[src/rtl/bus_ctrl_path_if.sv]
// Bundle of the arbiter/bus-control signals between two masters, the controller and three slaves.
// The controller binds to the master modport; the environment driving it uses the slave modport.
interface bus_ctrl_path_if;
  logic        busreq_1;
  logic        busreq_2;
  logic        read_write;
  logic        ready;
  logic        split;
  logic [1:0]  response;
  logic [15:0] data_in1;
  logic [15:0] data_in2;
  logic [31:0] data_in3;
  logic [31:0] data_in4;
  logic [31:0] rdin1;
  logic [31:0] rdin2;
  logic [31:0] rdin3;
  logic [1:0]  resp1;
  logic [1:0]  resp2;
  logic [1:0]  resp3;
  logic        rdy1;
  logic        rdy2;
  logic        rdy3;

  logic        grant_1;
  logic        grant_2;
  logic        error;
  logic [15:0] address;
  logic        slave_0;
  logic        slave_1;
  logic        slave_2;
  logic [31:0] dataout;
  logic [31:0] dout;
  logic [1:0]  respout;
  logic        rdyout;

  modport master (
    input  busreq_1, busreq_2, read_write, ready, split, response,
    input  data_in1, data_in2, data_in3, data_in4,
    input  rdin1, rdin2, rdin3, resp1, resp2, resp3, rdy1, rdy2, rdy3,
    output grant_1, grant_2, error, address, slave_0, slave_1, slave_2,
    output dataout, dout, respout, rdyout
  );

  modport slave (
    output busreq_1, busreq_2, read_write, ready, split, response,
    output data_in1, data_in2, data_in3, data_in4,
    output rdin1, rdin2, rdin3, resp1, resp2, resp3, rdy1, rdy2, rdy3,
    input  grant_1, grant_2, error, address, slave_0, slave_1, slave_2,
    input  dataout, dout, respout, rdyout
  );
endinterface

[src/rtl/bus_ctrl_path.sv]
// Two-master bus controller: fixed-priority arbitration, address/data phases, slave decode,
// response handling (OKAY/ERROR/RETRY/SPLIT) and a combinational read-return mux.
module bus_ctrl_path (
  input logic             clk,
  input logic             rst,
  bus_ctrl_path_if.master bus_io
);

  localparam logic [1:0] StIdle = 2'b00;
  localparam logic [1:0] StAddr = 2'b01;
  localparam logic [1:0] StData = 2'b10;
  localparam logic [1:0] StErr  = 2'b11;

  localparam logic [1:0] RespOkay  = 2'b00;
  localparam logic [1:0] RespError = 2'b01;
  localparam logic [1:0] RespRetry = 2'b10;
  localparam logic [1:0] RespSplit = 2'b11;

  logic [1:0]  state_q, state_d;
  logic        grant_1_q, grant_1_d;
  logic        grant_2_q, grant_2_d;
  logic [15:0] address_q, address_d;
  logic [31:0] dataout_q, dataout_d;
  logic        wr_loaded_q, wr_loaded_d;
  logic [2:0]  slave_sel;

  always_comb begin
    state_d     = state_q;
    grant_1_d   = grant_1_q;
    grant_2_d   = grant_2_q;
    address_d   = address_q;
    dataout_d   = dataout_q;
    wr_loaded_d = wr_loaded_q;

    case (state_q)
      StIdle: begin
        if (bus_io.busreq_1) begin
          state_d   = StAddr;
          grant_1_d = 1'b1;
          grant_2_d = 1'b0;
        end else if (bus_io.busreq_2) begin
          state_d   = StAddr;
          grant_1_d = 1'b0;
          grant_2_d = 1'b1;
        end
      end

      StAddr: begin
        if (grant_1_q) begin
          address_d = bus_io.data_in1;
        end else if (grant_2_q) begin
          address_d = bus_io.data_in2;
        end
        wr_loaded_d = 1'b0;
        state_d     = StData;
      end

      StData: begin
        // Write data is captured once per data phase, on the first cycle that sees a write.
        if (bus_io.read_write && !wr_loaded_q) begin
          dataout_d   = grant_1_q ? bus_io.data_in3 : bus_io.data_in4;
          wr_loaded_d = 1'b1;
        end
        if (bus_io.split) begin
          state_d = StIdle;
        end else if (bus_io.ready) begin
          case (bus_io.response)
            RespOkay:  state_d = StIdle;
            RespError: state_d = StErr;
            RespRetry: state_d = StAddr;
            RespSplit: state_d = StIdle;
            default:   state_d = StIdle;
          endcase
        end
      end

      StErr: begin
        state_d = StIdle;
      end

      default: begin
        state_d = StIdle;
      end
    endcase

    // Ownership ends whenever the bus returns to idle.
    if (state_d == StIdle) begin
      grant_1_d = 1'b0;
      grant_2_d = 1'b0;
    end
  end

  always_ff @(posedge clk or negedge rst) begin
    if (!rst) begin
      state_q     <= StIdle;
      grant_1_q   <= 1'b0;
      grant_2_q   <= 1'b0;
      address_q   <= '0;
      dataout_q   <= '0;
      wr_loaded_q <= 1'b0;
    end else begin
      state_q     <= state_d;
      grant_1_q   <= grant_1_d;
      grant_2_q   <= grant_2_d;
      address_q   <= address_d;
      dataout_q   <= dataout_d;
      wr_loaded_q <= wr_loaded_d;
    end
  end

  always_comb begin
    slave_sel = 3'b000;
    if (state_q == StData) begin
      case (address_q[15:13])
        3'd0:    slave_sel = 3'b001;
        3'd1:    slave_sel = 3'b010;
        3'd2:    slave_sel = 3'b100;
        default: slave_sel = 3'b000;
      endcase
    end
  end

  // Read return defaults to an idle OKAY/ready bus when nothing is being read.
  always_comb begin
    bus_io.dout    = '0;
    bus_io.respout = RespOkay;
    bus_io.rdyout  = 1'b1;
    if (!bus_io.read_write) begin
      unique case (slave_sel)
        3'b001: begin
          bus_io.dout    = bus_io.rdin1;
          bus_io.respout = bus_io.resp1;
          bus_io.rdyout  = bus_io.rdy1;
        end
        3'b010: begin
          bus_io.dout    = bus_io.rdin2;
          bus_io.respout = bus_io.resp2;
          bus_io.rdyout  = bus_io.rdy2;
        end
        3'b100: begin
          bus_io.dout    = bus_io.rdin3;
          bus_io.respout = bus_io.resp3;
          bus_io.rdyout  = bus_io.rdy3;
        end
        default: begin
          bus_io.dout    = '0;
          bus_io.respout = RespOkay;
          bus_io.rdyout  = 1'b1;
        end
      endcase
    end
  end

  assign bus_io.grant_1 = grant_1_q;
  assign bus_io.grant_2 = grant_2_q;
  assign bus_io.error   = (state_q == StErr);
  assign bus_io.address = address_q;
  assign bus_io.slave_0 = slave_sel[0];
  assign bus_io.slave_1 = slave_sel[1];
  assign bus_io.slave_2 = slave_sel[2];
  assign bus_io.dataout = dataout_q;

endmodule

[src/flat_wrapper.sv]
// flat-port wrapper written by rule: the top's interface ports become plain ports
module bus_ctrl_path_flat 
  (clk, rst, bus_io_busreq_1, bus_io_busreq_2, bus_io_read_write, bus_io_ready, bus_io_split, bus_io_response, bus_io_data_in1, bus_io_data_in2, bus_io_data_in3, bus_io_data_in4, bus_io_rdin1, bus_io_rdin2, bus_io_rdin3, bus_io_resp1, bus_io_resp2, bus_io_resp3, bus_io_rdy1, bus_io_rdy2, bus_io_rdy3, bus_io_grant_1, bus_io_grant_2, bus_io_error, bus_io_address, bus_io_slave_0, bus_io_slave_1, bus_io_slave_2, bus_io_dataout, bus_io_dout, bus_io_respout, bus_io_rdyout);
  bus_ctrl_path_if bus_io_i ();
  input logic clk;
  input logic rst;
  input wire logic [$bits(bus_io_i.busreq_1)-1:0] bus_io_busreq_1;
  input wire logic [$bits(bus_io_i.busreq_2)-1:0] bus_io_busreq_2;
  input wire logic [$bits(bus_io_i.read_write)-1:0] bus_io_read_write;
  input wire logic [$bits(bus_io_i.ready)-1:0] bus_io_ready;
  input wire logic [$bits(bus_io_i.split)-1:0] bus_io_split;
  input wire logic [$bits(bus_io_i.response)-1:0] bus_io_response;
  input wire logic [$bits(bus_io_i.data_in1)-1:0] bus_io_data_in1;
  input wire logic [$bits(bus_io_i.data_in2)-1:0] bus_io_data_in2;
  input wire logic [$bits(bus_io_i.data_in3)-1:0] bus_io_data_in3;
  input wire logic [$bits(bus_io_i.data_in4)-1:0] bus_io_data_in4;
  input wire logic [$bits(bus_io_i.rdin1)-1:0] bus_io_rdin1;
  input wire logic [$bits(bus_io_i.rdin2)-1:0] bus_io_rdin2;
  input wire logic [$bits(bus_io_i.rdin3)-1:0] bus_io_rdin3;
  input wire logic [$bits(bus_io_i.resp1)-1:0] bus_io_resp1;
  input wire logic [$bits(bus_io_i.resp2)-1:0] bus_io_resp2;
  input wire logic [$bits(bus_io_i.resp3)-1:0] bus_io_resp3;
  input wire logic [$bits(bus_io_i.rdy1)-1:0] bus_io_rdy1;
  input wire logic [$bits(bus_io_i.rdy2)-1:0] bus_io_rdy2;
  input wire logic [$bits(bus_io_i.rdy3)-1:0] bus_io_rdy3;
  output wire logic [$bits(bus_io_i.grant_1)-1:0] bus_io_grant_1;
  output wire logic [$bits(bus_io_i.grant_2)-1:0] bus_io_grant_2;
  output wire logic [$bits(bus_io_i.error)-1:0] bus_io_error;
  output wire logic [$bits(bus_io_i.address)-1:0] bus_io_address;
  output wire logic [$bits(bus_io_i.slave_0)-1:0] bus_io_slave_0;
  output wire logic [$bits(bus_io_i.slave_1)-1:0] bus_io_slave_1;
  output wire logic [$bits(bus_io_i.slave_2)-1:0] bus_io_slave_2;
  output wire logic [$bits(bus_io_i.dataout)-1:0] bus_io_dataout;
  output wire logic [$bits(bus_io_i.dout)-1:0] bus_io_dout;
  output wire logic [$bits(bus_io_i.respout)-1:0] bus_io_respout;
  output wire logic [$bits(bus_io_i.rdyout)-1:0] bus_io_rdyout;
  assign bus_io_i.busreq_1 = bus_io_busreq_1;
  assign bus_io_i.busreq_2 = bus_io_busreq_2;
  assign bus_io_i.read_write = bus_io_read_write;
  assign bus_io_i.ready = bus_io_ready;
  assign bus_io_i.split = bus_io_split;
  assign bus_io_i.response = bus_io_response;
  assign bus_io_i.data_in1 = bus_io_data_in1;
  assign bus_io_i.data_in2 = bus_io_data_in2;
  assign bus_io_i.data_in3 = bus_io_data_in3;
  assign bus_io_i.data_in4 = bus_io_data_in4;
  assign bus_io_i.rdin1 = bus_io_rdin1;
  assign bus_io_i.rdin2 = bus_io_rdin2;
  assign bus_io_i.rdin3 = bus_io_rdin3;
  assign bus_io_i.resp1 = bus_io_resp1;
  assign bus_io_i.resp2 = bus_io_resp2;
  assign bus_io_i.resp3 = bus_io_resp3;
  assign bus_io_i.rdy1 = bus_io_rdy1;
  assign bus_io_i.rdy2 = bus_io_rdy2;
  assign bus_io_i.rdy3 = bus_io_rdy3;
  assign bus_io_grant_1 = bus_io_i.grant_1;
  assign bus_io_grant_2 = bus_io_i.grant_2;
  assign bus_io_error = bus_io_i.error;
  assign bus_io_address = bus_io_i.address;
  assign bus_io_slave_0 = bus_io_i.slave_0;
  assign bus_io_slave_1 = bus_io_i.slave_1;
  assign bus_io_slave_2 = bus_io_i.slave_2;
  assign bus_io_dataout = bus_io_i.dataout;
  assign bus_io_dout = bus_io_i.dout;
  assign bus_io_respout = bus_io_i.respout;
  assign bus_io_rdyout = bus_io_i.rdyout;
  bus_ctrl_path u_core (.clk(clk), .rst(rst), .bus_io(bus_io_i));
endmodule
[config.mk]
export PLATFORM = sky130hd
export DESIGN_NAME = bus_ctrl_path_flat
export DESIGN_NICKNAME = d
export VERILOG_FILES = /design/src/rtl/bus_ctrl_path_if.sv /design/src/rtl/bus_ctrl_path.sv /design/src/flat_wrapper.sv
export SDC_FILE = /design/constraint.sdc
export NUM_CORES = 1
export LEC_CHECK = 0
export ABC_AREA = 1
export CELL_PAD_IN_SITES_DETAIL_PLACEMENT = 2
export CELL_PAD_IN_SITES_GLOBAL_PLACEMENT = 2
export CORE_AREA = 2 2 150 152
export CTS_CLUSTER_SIZE = 12
export DETAILED_ROUTE_END_ITERATION = 12
export DIE_AREA = 0 0 152 154
export PLACE_DENSITY = 0.91
export SYNTH_ARGS = -nofsm -noshare
export SYNTH_HDL_FRONTEND = slang
export SYNTH_SLANG_ARGS = --single-unit
[constraint.sdc]
create_clock -name clk -period 4.3 [get_ports clk]
set_clock_uncertainty 0.2 [all_clocks]
set_input_delay 0.43 -clock clk [delete_from_list [all_inputs] [get_ports clk]]
set_output_delay 0.43 -clock clk [all_outputs]
set_load 0.005 [all_outputs]
==> impl_summary.log <==
[metrics] vias after detailed routing: 5,011
[metrics] synthesis-stage register bit count: 53
[metrics] first-pass iteration count of the detailed router: 4
[metrics] total nets after synthesis: 747
[metrics] Total Routing Usage GR: 0.173
[metrics] root buffer cell: sky130_fd_sc_hd__clkbuf_16
[metrics] global route overflow: 0
[metrics] Pwr per Cell Area: 464 nW/um^2
[metrics] number of rows in the core area: 54
[metrics] sw frac: 0.433
[metrics] placed wire-length estimate: 15,900 um
[metrics] area overhead of the layout relative to synthesis: 86.1%
[metrics] worst setup path category: reg2out
[metrics] RSZ-0062 raised after global routing: no
[metrics] overall power consumption: 0.00334 W
[metrics] number of setup violations in the final report: 0
[metrics] CTS buffer count: 5
[metrics] Startpoint Class: register
[metrics] main combinational cell family by area after synthesis: simple AND/OR/NAND/NOR gates
[metrics] top cells by area, synth: sky130_fd_sc_hd__dfrtp_1 34%, sky130_fd_sc_hd__nand2_1 14%, sky130_fd_sc_hd__nand4_1 11%
[metrics] maximum frequency from static timing analysis: 0.307 GHz
[metrics] sequential share of the synthesized area: 0.343
[metrics] die area: 23,400 um^2
[metrics] simple logic cell fraction of the synthesized area: 0.385
[metrics] worst min path class: in2async
[metrics] Sequential Power Share: 0.275
[metrics] compound-gate portion of the synthesized area: 0.0310
[metrics] Critical Path Max Stage Delay: 0.71 ns
[metrics] leakage: 3.18 nW
[metrics] count of pins over their slew limit: 0
[metrics] vias in the first global route: 5,739
[metrics] fraction of final layout cells sized beyond drive strength 1: 0.0769
[metrics] arrival time worst endpoint: 2.63 ns
[metrics] CP max stage cell: sky130_fd_sc_hd__nor2_4
[metrics] internal cell power: 0.00189 W
[metrics] largest fanout of any net on the critical path: 36
[metrics] Top cell by count, worst path: sky130_fd_sc_hd__nand3_1
[metrics] most frequent standard cell in the layout excluding fill and tap cells: sky130_fd_sc_hd__clkdlybuf4s50_1
[metrics] initial antenna violation count: 1
[metrics] Total Routed Length: 20,500 um
[metrics] clock sink count: 53
[metrics] horizontal die dimension: 152 um
[metrics] worst path cell trace: inv_2 -> nand2_2 -> nor2_4 -> nand3_1 -> nand3_1 -> nand2_1 -> inv_1 -> clkdlybuf4s50_1
[metrics] parity-gate share of the synthesized area counting xor and xnor cells: 0
[metrics] Port Buf Inserts: 298
[metrics] Core Box Area: 21,700 um^2
[metrics] via-per-instance ratio: 4.61
[metrics] FF-to-FF path depth: 4
[metrics] initial core utilization: 0.178
[metrics] Critical Path RT: 3.67 ns
[metrics] height of the chip: 154 um
[metrics] Detail Route Antenna Nets: 0
[metrics] number of max-cap violations: 0
[metrics] maximum vdd ir drop: 0.225 mV
[metrics] final routed wire length divided by cell count: 18.8 um
[metrics] weighted congestion reported at the end of routability-driven placement: 0.868
[metrics] remaining routing DRC violations: 0
[metrics] run status: completed
[metrics] NetSw: 0.00145 W
[metrics] Net count, final: 1,016
[metrics] CTS tree: yes
[metrics] multiplexer share of the synthesized area: 0.127
[metrics] portion of synthesized cell area occupied by the leading cell type: 0.343
[metrics] part of the power in the clock network: 0.121
[metrics] global-route wire length before repair: 32,400 um
[metrics] count of unique library cells instantiated by Yosys: 22
[metrics] area leader, netlist: sky130_fd_sc_hd__dfrtp_1
[metrics] iteration-0 DRC count of the detailed router: 169
[metrics] slew at the pin closest to its max-slew limit: 0.920 ns
[metrics] Mean Syn Cell Area: 7.22 um^2
[metrics] hold violation count in the final report: 0
[metrics] pin count of the biggest net entering global routing: 71
[metrics] quantity of hold-fixing buffers added after cts: 0
[metrics] power share of the combinational group: 0.605
[metrics] maximum level of the CTS H-tree: 2
[metrics] count of cells resized by post-cts repair: 0
[metrics] post-CTS repair timing setup buffer count: 0
[metrics] commonest non-fill, non-tap cells in the layout: 297 x sky130_fd_sc_hd__clkdlybuf4s50_1, 146 x sky130_fd_sc_hd__nand2_1, 70 x sky130_fd_sc_hd__nand4_1, 70 x sky130_fd_sc_hd__nand3_1, 52 x sky130_fd_sc_hd__dfrtp_1
[metrics] slack of the worst reg-to-reg path: 2.10 ns
[metrics] crit end category: primary output
[metrics] Yosys warning count: 0
[metrics] post-synthesis instance area: 3870 um^2
[metrics] final worst-path cycle share: 0.758
[metrics] clock transition at the registers of the reported paths: 0.07 ns
[metrics] accumulated negative setup slack: 0 ns
[metrics] worst skew pair latency: 0.29 ns
[metrics] worst max-slew margin expressed relative to the limit: 0.385
[metrics] maximum clock insertion buffer count: 2
[metrics] instance count of the mapped netlist: 536
[metrics] final period demand of the worst path: 3.26 ns
[metrics] adder-cell share of the synthesized area: 0.00323
[metrics] Boundary Pins: 299
==> path summary, 6_finish.rpt <==
kind / startpoint / end
worst max register to register: u_core.bus_io.grant_1$_DFFE_PN0P_ / u_core.bus_io.dataout[18]$_DFFE_PN0P_
worst min-delay path: rst / u_core.bus_io.dataout[17]$_DFFE_PN0P_
min in group clk: u_core.bus_io.dataout[12]$_DFFE_PN0P_ / u_core.bus_io.dataout[12]$_DFFE_PN0P_
max in group asynchronous: rst / u_core.bus_io.grant_1$_DFFE_PN0P_
worst min register to register: u_core.bus_io.dataout[12]$_DFFE_PN0P_ / u_core.bus_io.dataout[12]$_DFFE_PN0P_
worst max-delay path: u_core.state_q[0]$_DFF_PN0_ / bus_io_dout[3]
==> power by group through the flow <==
stage	sequential (W)	combinational (W)	clock, W
after global routing	0.000958	0.00223	0.000435
final	0.000918	0.00202	0.000403
after floorplan	0.000877	0.00101	0
after detailed placement	0.000934	0.00206	0
after CTS	0.000927	0.00207	0.000420
after global placement	0.000909	0.00198	0
==> logic make-up (layout without fill, tap and decap cells) <==
| logic type | count (synthesis) | count (layout) |
|---|---|---|
| and+or+nand+nor | 316 | 316 |
| adders and majority gates | 1 | 1 |
| AOI/OAI and AO/OA | 22 | 22 |
| buffers and inverters | 99 | 369 |
| other | 0 | 1 |
| DFF | 53 | 53 |
| muxes | 45 | 45 |
==> sequential cells by signal (all words and copies together) (netlist names) <==
signal                 flops
u_core.state_q             2
u_core.bus_io.grant_2      1
u_core.wr_loaded_q         1
u_core.bus_io.dataout     32
u_core.bus_io.address     16
u_core.bus_io.grant_1      1
==> cell type report <==
| type | instances | area (um^2) |
|---|---|---|
| timing repair buffer | 307 | 3060 |
| fill | 2489 | 14500 |
| clock inverter | 1 | 7.51 |
| inverter | 54 | 203 |
| tap | 280 | 350 |
| multi-input combinational | 384 | 2120 |
| sequential | 53 | 1330 |
| clock buffer | 7 | 133 |
| antenna | 1 | 2.50 |
==> per-layer routing <==
metal,GRT usage,share of wire
met5,0,0
met4,0.0285,0.0059
met3,0.0493,0.077
met2,0.331,0.53
met1,0.191,0.39
==> cells in the mapped netlist <==
cell type,count
sky130_fd_sc_hd__o211ai_1,4
sky130_fd_sc_hd__ha_1,1
sky130_fd_sc_hd__o21ai_1,5
sky130_fd_sc_hd__nor2_2,2
sky130_fd_sc_hd__nor2_1,22
sky130_fd_sc_hd__a21oi_1,13
sky130_fd_sc_hd__buf_4,3
sky130_fd_sc_hd__mux2i_1,13
sky130_fd_sc_hd__mux2_2,32
sky130_fd_sc_hd__dfrtp_1,53
sky130_fd_sc_hd__nor4_1,2
sky130_fd_sc_hd__inv_1,48
sky130_fd_sc_hd__nand4_1,70
sky130_fd_sc_hd__nand2_2,1
sky130_fd_sc_hd__nor2_4,2
sky130_fd_sc_hd__nand3_1,70
sky130_fd_sc_hd__buf_1,3
sky130_fd_sc_hd__nor3_4,1
sky130_fd_sc_hd__clkbuf_1,1
sky130_fd_sc_hd__nand2_1,146
sky130_fd_sc_hd__inv_2,6
sky130_fd_sc_hd__buf_2,38
==> through the flow <==
step                      utilization  area (um^2)  cells  hold WS (ns)  worst slack [ns]
after CTS                       0.332         7200   1086         0.113             0.905
final                           0.332         7200   1087        0.0777              1.04
after floorplan                     -         3870    536       -0.0656              2.48
after global placement          0.325         7060   1078         0.261              1.39
after detailed placement        0.325         7060   1078         0.269              1.23
after global routing            0.332         7200   1087         0.139             0.780
==> critical path: cells and delay by family (launching register included) <==
family | cells | cell delay, ns
buffers and inverters | 3 | 0.65
DFF | 1 | 0.45
and+or+nand+nor | 5 | 1.20
(Power assumes the default switching activity.)
